[config.mk]
export PLATFORM = sky130hd
export DESIGN_NAME = field_extract_sched
export DESIGN_NICKNAME = d
export VERILOG_FILES = /design/src/rtl/field_extract_sched.sv
export SDC_FILE = /design/constraint.sdc
export NUM_CORES = 1
export LEC_CHECK = 0
export CELL_PAD_IN_SITES_DETAIL_PLACEMENT = 0
export CELL_PAD_IN_SITES_GLOBAL_PLACEMENT = 1
export CORE_MARGIN = 10
export CORE_UTILIZATION = 45
export DETAILED_ROUTE_END_ITERATION = 12
export PLACE_DENSITY_LB_ADDON = 0.1
export SYNTH_ARGS = -nofsm -noshare
export SYNTH_HDL_FRONTEND = slang
export SYNTH_SLANG_ARGS = --single-unit
[constraint.sdc]
create_clock -name clk -period 9.25 [get_ports clk]
set_input_delay 1.3875 -clock clk [delete_from_list [all_inputs] [get_ports clk]]
set_output_delay 1.3875 -clock clk [all_outputs]
set_load 0.01 [all_outputs]
[src/rtl/field_extract_sched.sv]
// Descriptor-driven field extractor: pulls big-endian 16/32/64-bit fields out of a
// 64-bit beat stream in descriptor order and emits them byte-reversed to host order.
module field_extract_sched #(
   parameter int NUM_FIELDS = 8,
   parameter int OFFSET_W   = 16,
   parameter int IDX_W      = $clog2(NUM_FIELDS)
) (
   input  logic                clk,
   input  logic                rst,
   input  logic                cfg_we,
   input  logic [IDX_W-1:0]    cfg_idx,
   input  logic [OFFSET_W-1:0] cfg_offset,
   input  logic [1:0]          cfg_size,
   input  logic                cfg_num_we,
   input  logic [IDX_W:0]      cfg_num,
   output logic                busy,
   input  logic [63:0]         s_data,
   input  logic                s_valid,
   input  logic                s_last,
   output logic                s_ready,
   output logic [63:0]         m_data,
   output logic [IDX_W-1:0]    m_idx,
   output logic                m_err,
   output logic                m_last,
   output logic                m_valid,
   input  logic                m_ready
);

   localparam int BW = OFFSET_W - 3;
   localparam logic [IDX_W:0] NUM_MAX = (IDX_W+1)'(NUM_FIELDS);

   typedef enum logic [2:0] {
      S_IDLE, S_HOLD, S_NEXT, S_FLUSH, S_DRAIN, S_DONE
   } state_t;

   state_t              r_state, w_state_next;
   logic [OFFSET_W-1:0] r_off  [NUM_FIELDS];
   logic [1:0]          r_size [NUM_FIELDS];
   logic [IDX_W:0]      r_num;
   logic [IDX_W:0]      r_fp, w_fp_next, w_fp_inc;
   logic [BW-1:0]       r_b, w_b_next;
   logic [63:0]         r_beat;
   logic                r_beat_last;
   logic [63:0]         r_m_data;
   logic [IDX_W-1:0]    r_m_idx;
   logic                r_m_err, r_m_last, r_m_valid;

   logic                w_busy, w_out_free, w_s_ready, w_beat_load;
   logic                w_load, w_load_err, w_bad;
   logic [OFFSET_W-1:0] w_d_off;
   logic [1:0]          w_d_size;
   logic [BW-1:0]       w_d_beat;
   logic [63:0]         w_shift, w_rev, w_field;

   assign w_busy     = (r_state != S_IDLE);
   assign w_out_free = !r_m_valid || m_ready;
   assign w_fp_inc   = r_fp + {{IDX_W{1'b0}}, 1'b1};
   assign w_d_off    = r_off[r_fp[IDX_W-1:0]];
   assign w_d_size   = r_size[r_fp[IDX_W-1:0]];
   assign w_d_beat   = w_d_off[OFFSET_W-1:3];

   always_comb begin
      w_bad = 1'b0;
      case (w_d_size)
         2'd0:    w_bad = w_d_off[0];
         2'd1:    w_bad = |w_d_off[1:0];
         2'd2:    w_bad = |w_d_off[2:0];
         default: w_bad = 1'b1;
      endcase
   end

   // Aligned fields never straddle a beat, so shift the first field byte to lane 0,
   // reverse all eight lanes, and keep the top n bytes.
   assign w_shift = r_beat >> {w_d_off[2:0], 3'b000};

   generate
      for (genvar gi = 0; gi < 8; gi++) begin : g_rev
         assign w_rev[8*(7-gi) +: 8] = w_shift[8*gi +: 8];
      end
   endgenerate

   always_comb begin
      case (w_d_size)
         2'd0:    w_field = {48'h0, w_rev[63:48]};
         2'd1:    w_field = {32'h0, w_rev[63:32]};
         default: w_field = w_rev;
      endcase
   end

   always_comb begin
      w_state_next = r_state;
      w_fp_next    = r_fp;
      w_b_next     = r_b;
      w_s_ready    = 1'b0;
      w_beat_load  = 1'b0;
      w_load       = 1'b0;
      w_load_err   = 1'b0;
      case (r_state)
         S_IDLE: begin
            w_s_ready = 1'b1;
            if (s_valid) begin
               if (r_num == '0) begin
                  if (!s_last) w_state_next = S_DRAIN;
               end else begin
                  w_beat_load  = 1'b1;
                  w_b_next     = '0;
                  w_state_next = S_HOLD;
               end
            end
         end
         S_HOLD: begin
            if (r_fp >= r_num) begin
               w_fp_next = '0;
               w_b_next  = '0;
               if (!r_beat_last)    w_state_next = S_DRAIN;
               else if (w_out_free) w_state_next = S_IDLE;
               else                 w_state_next = S_DONE;
            end else if (w_bad || w_d_beat < r_b) begin
               if (w_out_free) begin
                  w_load_err = 1'b1;
                  w_fp_next  = w_fp_inc;
               end
            end else if (w_d_beat == r_b) begin
               if (w_out_free) begin
                  w_load    = 1'b1;
                  w_fp_next = w_fp_inc;
               end
            end else begin
               w_b_next     = r_b + 1'b1;
               w_state_next = r_beat_last ? S_FLUSH : S_NEXT;
            end
         end
         S_NEXT: begin
            w_s_ready = 1'b1;
            if (s_valid) begin
               w_beat_load  = 1'b1;
               w_state_next = S_HOLD;
            end
         end
         S_FLUSH: begin
            if (r_fp >= r_num) begin
               w_fp_next    = '0;
               w_b_next     = '0;
               w_state_next = w_out_free ? S_IDLE : S_DONE;
            end else if (w_out_free) begin
               w_load_err = 1'b1;
               w_fp_next  = w_fp_inc;
            end
         end
         S_DRAIN: begin
            w_s_ready = 1'b1;
            if (s_valid && s_last) begin
               w_fp_next    = '0;
               w_b_next     = '0;
               w_state_next = w_out_free ? S_IDLE : S_DONE;
            end
         end
         S_DONE: begin
            if (w_out_free) w_state_next = S_IDLE;
         end
         default: w_state_next = S_IDLE;
      endcase
   end

   always_ff @(posedge clk) begin
      if (rst) begin
         r_state     <= S_IDLE;
         r_fp        <= '0;
         r_b         <= '0;
         r_beat      <= '0;
         r_beat_last <= 1'b0;
      end else begin
         r_state <= w_state_next;
         r_fp    <= w_fp_next;
         r_b     <= w_b_next;
         if (w_beat_load) begin
            r_beat      <= s_data;
            r_beat_last <= s_last;
         end
      end
   end

   // The table only changes between packets so in-flight descriptors stay coherent.
   always_ff @(posedge clk) begin
      if (rst) begin
         r_num <= '0;
         for (int i = 0; i < NUM_FIELDS; i++) begin
            r_off[i]  <= '0;
            r_size[i] <= '0;
         end
      end else if (!w_busy) begin
         if (cfg_we) begin
            r_off[cfg_idx]  <= cfg_offset;
            r_size[cfg_idx] <= cfg_size;
         end
         if (cfg_num_we) r_num <= (cfg_num > NUM_MAX) ? NUM_MAX : cfg_num;
      end
   end

   always_ff @(posedge clk) begin
      if (rst) begin
         r_m_valid <= 1'b0;
         r_m_data  <= '0;
         r_m_idx   <= '0;
         r_m_err   <= 1'b0;
         r_m_last  <= 1'b0;
      end else if (w_load || w_load_err) begin
         r_m_valid <= 1'b1;
         r_m_data  <= w_load ? w_field : 64'h0;
         r_m_idx   <= r_fp[IDX_W-1:0];
         r_m_err   <= w_load_err;
         r_m_last  <= (w_fp_inc == r_num);
      end else if (m_ready) begin
         r_m_valid <= 1'b0;
      end
   end

   assign busy    = w_busy;
   assign s_ready = w_s_ready;
   assign m_valid = r_m_valid;
   assign m_data  = r_m_data;
   assign m_idx   = r_m_idx;
   assign m_err   = r_m_err;
   assign m_last  = r_m_last;

endmodule

==> results.ini <==
[logic_synthesis]
synth_top_area_share_pct=28.8
yosysSeqAreaShare_pct=50.3
synth-seq-cells=306
syn-num-nets=1535
synth-edff-count=144
synth.top_cells.by_count=nand2_1, dfxtp_1, and2_1
ys_warn_count=0
syn-cell-area_um2=15000
async_flop_share_pct=0
avgSynthCellArea_um2=10.6
synth_area_leaders=edfxtp_1, dfxtp_1, and2_1, mux2i_1, nand2_1
synth_most_common_cell=nand2_1
synth_largest_area_cell=edfxtp_1
ys.flop_type=dfxtp_1
synthCells=1420
synth_cell_types=73

[route]
dr.first_iter.drc_count=1040
vias_per_cell=5.67
drt-total-wl_um=45100
ant_nets=0
wl_per_cell_um=22.4
dr.pass1.iters=5
drc=0
vias=11400

[worst_setup_path]
critPathLaunchType=flip-flop
path_max_fanout=37
path_class=flip-flop to flip-flop
end_kind=flip-flop
critical_path_required_ns=9.70
arrival_ns=5.28

[clock_tree]
cts_max_path_buffers=3
h-tree-depth=2
cts_resized=0
cts_hold_buf=0
clock-sinks=306
clock_latency_ns=0.52
cts_buffers=35
root_buffer=clkbuf_16
cts_tree=built
path_clk_slew_ns=0.06
cts_setup_buffers=0

[floorplan]
ios=168
die_h_um=203
start_util_pct=45.9
rows=66
fp.dieArea_um2=41100
fp.coreArea_um2=32800
die_w_um=203

[global_routing]
grt_use_total_pct=21.4
globalRoute.totalOverflow=0
grt_max_degree=87
grt_pass1_vias=11500
antenna_found_initial=0
grt_first_pass_wirelength_um=69300

[cells_and_area]
num_antenna_cells=0
synthToLayoutAreaGrowth_pct=20.3
drive_gt1_share_pct=10.4
fin_area_um2=18100
final_nets=1665

[sta]
max_freq_mhz=207
finClkSkew_ns=0.0134
slew_violations=0
maxSlewHeadroom_pct=26.4
worst_pin_slew_ns=1.10
post-route-period-util_pct=52.2
setup_viol=0
fin_crit_ns=4.83
rsz0062_at_grt=no
finalHoldViolCount=0
fin_setup_tns_ns=0

[place]
dpl-instance-area_um2=17000
portBuffers=167
place_hpwl_um=31800
routabilityCongestion=0.897

[flow_run]
maxCapViolCount=0

[min_path]
hold_class=flip-flop to flip-flop

[outcome]
status=completed

[power_and_ir_drop]
p_per_area_nw_per_um2=195
ir_drop_mv=0.147
p_leak_uw=0.00651

==> area by class of cell <==
type	instances	area, um2
Inverter	21	78.8
Sequential cell	306	7570
Clock inverter	12	95.1
Fill cell	2945	14700
Multi-Input combinational cell	999	6980
Timing Repair Buffer	187	1820
Tap cell	442	553
Clock buffer	50	1000
==> cells in the final DEF, fill, tap and decap left out, types with 5 or more instances in the layout <==
master             n
clkdlybuf4s50_1  166
and3_1             8
inv_1             21
nor3_1             6
clkbuf_16         37
nor4_1            11
nand2b_1           8
o2bb2ai_1         15
mux4_2            33
nor2_2             5
clkinv_2           6
buf_4             21
and2_1           147
o21ai_0           28
nand2_1          207
o2bb2ai_2         10
o221ai_2           8
o221ai_1           9
a22o_1            32
o21ai_1            6
a21oi_1          113
mux2i_1           85
o22ai_1           24
nor2_1            58
dfxtp_1          160
nand4_1            5
nand3_1           31
a22oi_1           16
nor2b_1           14
nor3b_1           12
clkbuf_1          10
ha_1              19
mux2_2            14
a211oi_1           9
edfxtp_1         144
==> where the power goes <==
group / switching, uW / internal, uW
clock: 545 / 786
combinational: 402 / 232
sequential: 66.6 / 1500
total: 1010 / 2510
==> critical path: stages (launching register included) <==
cell     delay [ns]
dfxtp_2        0.31
buf_4          0.53
mux4_2         0.60
mux2_2         0.30
ha_1           0.30
nand4_1        0.17
nor4_1         0.83
nand3_1        0.42
nor4_4         0.24
buf_4          0.36
nor2b_1        0.48
a22o_1         0.20
==> worst paths after layout <==
| check | cells after the start | endpoint | slack (ns) | start |
|---|---|---|---|---|
| min reg2reg | 2 | r_beat[5]$_SDFFE_PP0P_ | 0.46 | r_beat[5]$_SDFFE_PP0P_ |
| max | 11 | m_data[34]$_SDFFE_PP0P_ | 4.42 | flip-flop |
| max reg2reg | 11 | m_data[34]$_SDFFE_PP0P_ | 4.42 | flip-flop |
| min | 2 | r_beat[5]$_SDFFE_PP0P_ | 0.46 | r_beat[5]$_SDFFE_PP0P_ |
==> per-layer routing <==
layer | wire length (um) | track usage (%) | vias to the layer above
met5 | 0 | 0 | -
met4 | 1760 | 8.85 | 0
met3 | 2160 | 2.93 | 93
met2 | 23100 | 38.2 | 363
met1 | 18100 | 25.4 | 5546
li1 | - | - | 5439
==> metrics by stage <==
step	utilization (%)	setup slack [ns]	total power (uW)	cells	hold slack, ns
after floorplan	-	4.75	2000	1420	0.436
after global placement	51.8	4.49	2220	1955	0.449
after detailed placement	51.8	4.39	2220	1955	0.453
after CTS	55.2	4.35	3550	2017	0.461
after global routing	55.2	3.97	3670	2017	0.484
final	55.2	4.42	3530	2017	0.460
==> flip-flops by register name (all words and copies together) (netlist names), named ones only <==
name and flops:
r_off 128, r_beat_last 1, m_valid 1, r_state 3
m_idx 3, m_err 1, r_num 4, m_last 1
r_fp 4, r_size 16, r_beat 64, r_b 13
m_data 64
==> cells by family (layout without fill, tap and decap cells) <==
group,Yosys count,in the layout,share of synthesized area (%)
AND/OR/NAND/NOR,533,533,17.9
AO/OA/AOI/OAI,307,307,14.6
flip-flops,306,306,50.3
multiplexers,135,135,12.0
XOR/XNOR,5,5,0.291
buffers and inverters,115,270,3.40
adder cells (fa/ha/maj),19,19,1.58
(Power assumes the default switching activity.)
